## config.mk

```make
export PLATFORM = sky130hd
export DESIGN_NAME = fifo_read_stage
export DESIGN_NICKNAME = d
export VERILOG_FILES = /design/src/rtl/fifo_pkg.sv /design/src/rtl/fifo_mem_array.sv /design/src/rtl/fifo_read_stage.sv
export SDC_FILE = /design/constraint.sdc
export NUM_CORES = 1
export LEC_CHECK = 0
export ABC_CLOCK_PERIOD_IN_PS = 3350
export BUFFER_PORTS_ARGS = -buffer_cell sky130_fd_sc_hd__buf_2
export CORE_MARGIN = 3
export CORE_UTILIZATION = 40
export CTS_CLUSTER_DIAMETER = 150
export DETAILED_ROUTE_END_ITERATION = 12
export MAX_ROUTING_LAYER = met4
export PLACE_DENSITY_LB_ADDON = 0.2
export REMOVE_ABC_BUFFERS = 1
export SLEW_MARGIN = 30
export SYNTH_ARGS = -nofsm -noshare
export SYNTH_HDL_FRONTEND = slang
export SYNTH_SLANG_ARGS = --single-unit
```

## constraint.sdc

```tcl
create_clock -name clk -period 3.35 [get_ports clk]
set_input_delay 0.67 -clock clk [delete_from_list [all_inputs] [get_ports clk]]
set_output_delay 0.67 -clock clk [all_outputs]
set_load 0.02 [all_outputs]
```

## src/rtl/fifo_pkg.sv

```systemverilog
// fifo_pkg: shared defaults and output-buffer state type for the FIFO read stage.
package fifo_pkg;
    localparam int DATA_W_DEF = 8;
    localparam int ADDR_W_DEF = 5;
    localparam int DEPTH_DEF  = 1 << ADDR_W_DEF;
    typedef enum logic [1:0] {OB_EMPTY, OB_ONE, OB_TWO} obuf_state_t;
endpackage

```

## src/rtl/fifo_mem_array.sv

```systemverilog
// fifo_mem_array: DEPTH x DATA_W storage, one write port, one registered read-first read port.
import fifo_pkg::*;
module fifo_mem_array #(
    parameter int DATA_W = DATA_W_DEF,
    parameter int ADDR_W = ADDR_W_DEF
) (
    input  logic              clk,
    input  logic              wr_en,
    input  logic [ADDR_W-1:0] wr_ptr,
    input  logic [DATA_W-1:0] wr_data,
    input  logic              rd_en,
    input  logic [ADDR_W-1:0] rd_ptr,
    output logic [DATA_W-1:0] rd_data
);
    logic [DATA_W-1:0] mem [2**ADDR_W];
    // Non-blocking read and write on the same edge gives read-first behaviour
    always_ff @(posedge clk) begin
        if (wr_en) mem[wr_ptr] <= wr_data;
        if (rd_en) rd_data <= mem[rd_ptr];
    end
endmodule

```

## src/rtl/fifo_read_stage.sv

```systemverilog
// fifo_read_stage: FIFO storage plus credit-controlled drain into a 2-entry valid/ready buffer,
// with occupancy tracking and sticky overflow/underflow flags.
import fifo_pkg::*;
module fifo_read_stage #(
    parameter int DATA_W = DATA_W_DEF,
    parameter int ADDR_W = ADDR_W_DEF
) (
    input  logic              clk,
    input  logic              rst_n,
    input  logic              wr_en,
    input  logic [ADDR_W-1:0] wr_ptr,
    input  logic [DATA_W-1:0] wr_data,
    input  logic              rd_en,
    input  logic [ADDR_W-1:0] rd_ptr,
    input  logic              emp,
    output logic              rd_req,
    output logic [DATA_W-1:0] m_data,
    output logic              m_valid,
    input  logic              m_ready,
    output logic [ADDR_W:0]   level,
    output logic              ovf_err,
    output logic              udf_err,
    input  logic              clr_err
);
    localparam int DEPTH = 2**ADDR_W;
    localparam logic [ADDR_W:0] FULL = (ADDR_W+1)'(DEPTH);

    obuf_state_t       state;
    logic              run;
    logic              p_valid;
    logic [DATA_W-1:0] p_data;
    logic [DATA_W-1:0] head;
    logic [DATA_W-1:0] tail;
    logic              take;
    logic [1:0]        buf_count;
    logic [2:0]        occ;

    fifo_mem_array #(.DATA_W(DATA_W), .ADDR_W(ADDR_W)) u_mem (
        .clk(clk),
        .wr_en(wr_en),
        .wr_ptr(wr_ptr),
        .wr_data(wr_data),
        .rd_en(rd_en),
        .rd_ptr(rd_ptr),
        .rd_data(p_data)
    );

    // occ is the buffer fill after this edge; requesting only below 2 keeps TWO from ever seeing a new word
    always_comb begin
        take      = m_valid & m_ready;
        buf_count = state == OB_TWO ? 2'd2 : state == OB_ONE ? 2'd1 : 2'd0;
        occ       = {1'b0, buf_count} + {2'b0, p_valid} - {2'b0, take};
        rd_req    = run & ~emp & (occ < 3'd2);
    end

    assign m_valid = state != OB_EMPTY;
    assign m_data  = head;

    always_ff @(posedge clk or negedge rst_n) begin
        if (!rst_n) begin
            run     <= 1'b0;
            p_valid <= 1'b0;
            state   <= OB_EMPTY;
            head    <= '0;
            tail    <= '0;
            level   <= '0;
            ovf_err <= 1'b0;
            udf_err <= 1'b0;
        end else begin
            run     <= 1'b1;
            p_valid <= rd_en;
            case (state)
                OB_EMPTY: if (p_valid) begin
                    head  <= p_data;
                    state <= OB_ONE;
                end
                OB_ONE: if (p_valid && take) begin
                    head <= p_data;
                end else if (p_valid) begin
                    tail  <= p_data;
                    state <= OB_TWO;
                end else if (take) begin
                    state <= OB_EMPTY;
                end
                OB_TWO: if (take) begin
                    head  <= tail;
                    state <= OB_ONE;
                end
                default: state <= OB_EMPTY;
            endcase
            if (wr_en && !rd_en && level != FULL)
                level <= level + 1'b1;
            else if (rd_en && !wr_en && level != '0)
                level <= level - 1'b1;
            ovf_err <= (wr_en & (level == FULL)) | (ovf_err & ~clr_err);
            udf_err <= (rd_en & (level == '0)) | (udf_err & ~clr_err);
        end
    end

    a_no_overrun: assert property (@(posedge clk) disable iff (!rst_n)
        !(state == OB_TWO && p_valid && !take));
endmodule

```

**Word level (Yosys, flattened, before mapping)**

Memory sizes are Yosys's and may differ from the RTL's. A register that Yosys moved wholly into a read port is not among the register bits.
Cells that the tools add are included.
Widths: inputs -> output; s select.

- Bits in read-only memories: 0
- Input port bits: 25
- Bits in latches: 0
- Word-level logic and storage cells: 67
- Output and inout port bits: 18
- Memory bits (writable): 256
- Memories kept: 1
- Register bits: 28

- Bitwise logic cells: 12
- Order comparisons: 1
- Equal/unequal tests: 9
- Div/mod/pow operators: 0
- Muxes and demuxes: 16
- Add/sub/neg operators: 4
- Reduce and logical (&&, ||, !) cells: 16
- $mul: 0
- Shift-type cells: 0

Memory list:

| memory | depth | width | read ports | clocked after memory_dff | wr ports | line | source |
|---|---|---|---|---|---|---|---|
| u_mem.mem | 32 | 8 | 1 | 1 | 1 | fifo_mem_array.sv:15 | `logic [DATA_W-1:0] mem [2**ADDR_W];` |

Operators by type and width:

| operator | count |
|---|---|
| $mux 8 | 3 |
| $pmux 8 s3 | 1 |
| $mux 2 | 6 |
| $mux 6 | 2 |
| $reduce_and 4->1 | 2 |
| $and 1x1->1 | 7 |
| $add 6x1->6 const B | 1 |
| $eq 6x6->1 const B | 1 |
| $logic_not 6->1 | 1 |
| $ne 2x2->1 const B | 3 |
| $ne 6x6->1 const B | 1 |
| $pmux 2 s3 | 1 |
| $reduce_bool 6->1 | 1 |
| $sub 6x1->6 const B | 1 |
| $logic_and 1x1->1 | 5 |
| $reduce_bool 2->1 | 2 |
| $add 2x1->3 | 1 |
| $lt 3x2->1 const B | 1 |
| $mux 1 | 3 |
| $ne 3x3->1 const B | 1 |
| $not 1->1 | 3 |
| $reduce_and 3->1 | 1 |
| $reduce_bool 3->1 | 1 |
| $sub 3x1->3 | 1 |
| other kinds (6) | 8 |

**Depth between registers and ports, before layout**

- Depth after elaboration: 7
- Gate-level depth with buffers: 10
- Mapped depth without buffers: 10

**Hierarchy**

A second synthesis with hierarchy kept.

- Cells, all modules: 548
- Area total of the unflattened synthesis: 11624.9 um2

By module, submodules not included:

| module | sequential area each (um2) | times used | area an instance (um2) | cells each |
|---|---|---|---|---|
| fifo_mem_array | 7927.6 | 1 | 10133.5 | 417 |
| fifo_read_stage | 700.7 | 1 | 1491.4 | 131 |

**Least setup slack after synthesis**

Ideal clock, no wire load.

- Kind: register to output
- Start: register state[0]
- End: output port rd_req
- Data required time: 2680 ps
- Buffers on the path: 1
- Slack: 171 ps
- Arrival: 2509 ps
- Stages on the path, launching flop included: 9
- Cell sequence: dfrtp_1 > buf_2 > or2_2 > and2_1 > ha_1 > nand2b_1 > fa_1 > xor2_1 > nor3_1

- Elaborated cells between the ends (all ways): 10
- Classes of those cells: 2 x add/sub; 1 x order compare; 2 x eq/ne; 2 x mux; 2 x bitwise; 1 x reduce/logical

RTL lines:

| item | line | source |
|---|---|---|
| from (decl) | fifo_read_stage.sv:28 | `obuf_state_t state;` |
| from (signal assigned) | fifo_read_stage.sv:63 | `state <= OB_EMPTY;` |
| from (signal assigned) | fifo_read_stage.sv:75 | `state <= OB_ONE;` |
| from (signal assigned) | fifo_read_stage.sv:81 | `state <= OB_TWO;` |
| $reduce_bool 2->1 | fifo_read_stage.sv:56 | `assign m_valid = state != OB_EMPTY;` |
| net m_valid | fifo_read_stage.sv:18 | `output logic m_valid,` |
| $and 1x1->1 | fifo_read_stage.sv:50 | `take = m_valid & m_ready;` |
| $sub 3x1->3 | fifo_read_stage.sv:52 | `occ = {1'b0, buf_count} + {2'b0, p_valid} - {2'b0, take};` |
| $lt 3x2->1 | fifo_read_stage.sv:53 | `rd_req = run & ~emp & (occ < 3'd2);` |
| $and 1x1->1 | fifo_read_stage.sv:53 |  |
| to (decl) | fifo_read_stage.sv:16 | `output logic rd_req,` |

The timed path passes the listed nets, and every way through them passes these cells.

**Worst setup path in the final report**

- Start: register state[0]
- End: output port rd_req

- Cells in the longest elaborated chain, start to end: 7
- Elaborated cells between the ends (all ways): 10
- Classes of those cells: 2 x add/sub; 1 x order compare; 2 x eq/ne; 2 x mux; 2 x bitwise; 1 x reduce/logical

Ends and longest elaborated chain:

| item | line | source |
|---|---|---|
| $eq 2x1->1 | fifo_read_stage.sv:51 | `buf_count = state == OB_TWO ? 2'd2 : state == OB_ONE ? 2'd1 : 2'd0;` |
| $mux 1 | fifo_read_stage.sv:51 |  |
| $mux 2 | fifo_read_stage.sv:51 |  |
| $add 2x1->3 | fifo_read_stage.sv:52 |  |
| $sub 3x1->3 * | fifo_read_stage.sv:52 |  |
| $lt 3x2->1 * | fifo_read_stage.sv:53 |  |
| $and 1x1->1 * | fifo_read_stage.sv:53 |  |

Every way passes the cells marked *; elsewhere a longest branch is shown, timed or not.

==> results.md <==
- Outcome: completed
- Clk sink count: 292
- Setup violations, final: 0
- Pwr dens: 645 nW/um^2
- TritonRoute pass-1 iters: 5
- Unique masters post-synth: 58
- Slew margin rel.: 41.4%
- Mapped Area: 11800 um^2
- # DRC: 0
- Critical-path cell list: or2_4 > and2_4 > ha_4 > nand2b_4 > fa_2 > nand2_2 > nor3_2 > buf_4
- Critical path launch point type: register
- Worst path max stage delay: 0.54 ns
- Via/cell ratio: 5.33
- CP max-delay cell: fa_2
- Clock power share: 36.8%
- Final Skew: 0.0220 ns
- WP buf/inv: 1
- Number of flops mapped to enable cells by yosys: 264
- P_sw: 2.12 mW
- Combinational power share: 13.5%
- Fin worst setup slack: 0.0660 ns
- Pre-CTS WS: 0.352 ns
- Final WL: 25.2 mm
- Critical Path Sink Type: output port
- Vias post-DR: 6022
- WP data required: 2.68 ns
- Slew @ Worst Pin: 0.875 ns
- Fin crit share: 98.0%
- Layout area overhead: 13.5%
- Largest net degree at the start of global routing: 40
- Commonest non-fill, non-tap cell in the layout: edfxtp_1
- Die area: 31600 um^2
- Async set-reset flop share out of synthesis: 9.59%
- Net Sw Frac: 24.5%
- DR iter-0 viols: 423
- FP Rows: 62
- First-pass GRT wire length: 38.4 mm
- Synth area leader: edfxtp_1
- Cells after Synth: 657
- Clock Pin Slew Worst Setup and Hold Paths: 0.06 ns
- CP delay by family, top: adder cells
- Yosys reg bits: 292
- Tmin final: 3.28 ns
- Critical Path Fanout Max: 2
- Post-synthesis sequential area ratio: 73.1%
- Final hold slack: 0.131 ns
- RSZ-0062 raised after global routing: true
- Post-detail-place hpwl: 16.2 mm
- Starting Density: 40.9%
- Synth area leaders: edfxtp_1 67%, mux4_2 6.1%, dfrtp_1 5.9%
- Post-route ant nets: 0
- CP arrival: 2.61 ns
- Slew Viols, Final: 0
- Core area: 28900 um^2
- Hold WC Path Type: primary input to async pin
- Chip height: 178 um
- H-Tree Depth: 1
- Initial antenna violation count: 2
- Main synth FF type: edfxtp_1
- Drt wl/cell: 22.3 um
- Peak VDD IR: 0.384 mV
- Fin. Hold Viols: 0
- IO Port Bufs: 42
- F_max: 305 MHz
- Type of the worst setup path: register to output port
- CTS tree: built
- Clock buffer count from CTS: 31
- Leak: 4.53 nW
- Most frequent cells in the layout: 264 x edfxtp_1, 65 x mux2i_1, 46 x nor2_1
- Grt total ovfl: 0
- GPL Wtd Cong: 0.784
- Synth Area per Inst: 18.0 um^2
- Synth warn: 0
- Ratio of cells with drive above 1 in the final layout: 22.5%
- Reg power frac: 49.7%
- Die W: 178 um
- Maximum Capacitance Violations: 0
- Overall Power: 8.65 mW
- Clk_lat worst skew: 0.55 ns
- Vias in the first global route: 6295
- Max Buffers Root-to-Sink: 3
- Layout Nets: 752
- Cell-internal power: 6.53 mW
- Yosys top cell area share: 67.2%
- IO Count: 43
- CTS root buf: clkbuf_16
- GRT Overall Usage: 16.7%
==> worst reg2reg max path: stages (launching register included) <==
cell and delay (ns):
dfrtp_1 0.43, nor3_1 0.26, and2_1 0.21, a21o_2 0.22, ha_1 0.27, a211oi_1 0.24
o21ai_1 0.14, o21a_1 0.12, o311ai_0 0.29, o211ai_1 0.15
==> cell usage after synthesis, types with 4 or more instances <==
library cell	count
buf_6	8
mux2i_1	65
o21ai_0	4
buf_2	8
nor2b_1	8
dfrtp_1	28
ha_1	5
nor2_1	46
a211oi_1	9
a22oi_1	25
edfxtp_1	264
a21oi_1	19
nand2_1	18
buf_1	4
xnor2_1	4
mux2_2	8
nand3b_1	6
a31oi_1	8
buf_4	6
nand3_1	11
mux4_2	32
inv_1	8
a22o_1	8
==> final timing paths <==
kind	slack, ns	endpoint	startpoint	cells after the start
max	0.07	rd_req	state[0]$_DFFE_PN0P_	8
min	0.13	ovf_err$_DFF_PN0_	rst_n	1
max reg2reg	0.89	level[5]$_DFFE_PN0P_	level[0]$_DFFE_PN0P_	9
min reg2reg	0.51	tail[7]$_DFFE_PN0P_	tail[7]$_DFFE_PN0P_	1
max in group asynchronous	2.77	state[0]$_DFFE_PN0P_	rst_n	1
min in group clk	0.30	ovf_err$_DFF_PN0_	clr_err	2
==> per-stage QoR <==
stage | instance area [um^2] | utilization, % | setup TNS (ns) | std cells
2_1_floorplan | 11600 | - | 0 | 628
3_3_place_gp | 12400 | 42.9 | 0 | 1069
3_5_place_dp | 12400 | 42.9 | 0 | 1069
4_1_cts | 13400 | 46.4 | 0 | 1127
5_1_grt | 13400 | 46.4 | -0.0151 | 1129
6_report | 13400 | 46.4 | 0 | 1130
==> layout make-up <==
| cell class | count | area, um^2 |
|---|---|---|
| inverters | 8 | 30.0 |
| fillers | 2492 | 15500 |
| repair buffers | 59 | 355 |
| flip-flops and latches | 292 | 8630 |
| clock buffers | 41 | 813 |
| diodes | 3 | 7.51 |
| well taps | 384 | 480 |
| multi-input cells | 328 | 2950 |
| clock inverters | 15 | 130 |
==> power by group through the flow <==
stage / registers (mW) / logic (mW) / clock network [mW]
2_1_floorplan: 4.46 / 0.615 / 0
3_3_place_gp: 4.37 / 1.07 / 0
3_5_place_dp: 4.38 / 1.12 / 0
4_1_cts: 4.30 / 1.17 / 3.27
5_1_grt: 4.32 / 1.27 / 3.43
6_report: 4.30 / 1.16 / 3.18
==> cells by family (layout without fill, tap and decap cells) <==
kind of cell | after synthesis | after routing | synth area share, %
AO/OA/AOI/OAI | 94 | 94 | 5.89
buffers and inverters | 37 | 123 | 2.19
XOR/XNOR | 5 | 5 | 0.371
AND/OR/NAND/NOR | 113 | 113 | 4.76
other | 1 | 4 | 0.0318
adder cells (fa/ha/maj) | 7 | 7 | 0.869
multiplexers | 108 | 108 | 12.8
flip-flops | 292 | 292 | 73.1
==> registers in the layout, summed over array words and instances (netlist names), 2 cells and up <==
register       flops
level              6
m_data             8
state              2
tail               8
u_mem.mem        256
u_mem.rd_data      8
==> what timing repair did <==
action                                  in CTS  in global routing
setup buffers                                2                  0
resized for setup                            6                  4
endpoints found under the setup margin       1                  1
hold buffers                                 0                  0
pin swaps                                    2                  2
==> layer usage <==
layer  track usage, %  up-vias  wire (um)
met3             2.78       35       1410
met5                -        -          0
met2             26.7      167      12100
met4             4.09        0        435
li1                 -     2748          -
met1             22.6     3072      11200
Note: power is estimated with default switching activity, not from simulation.
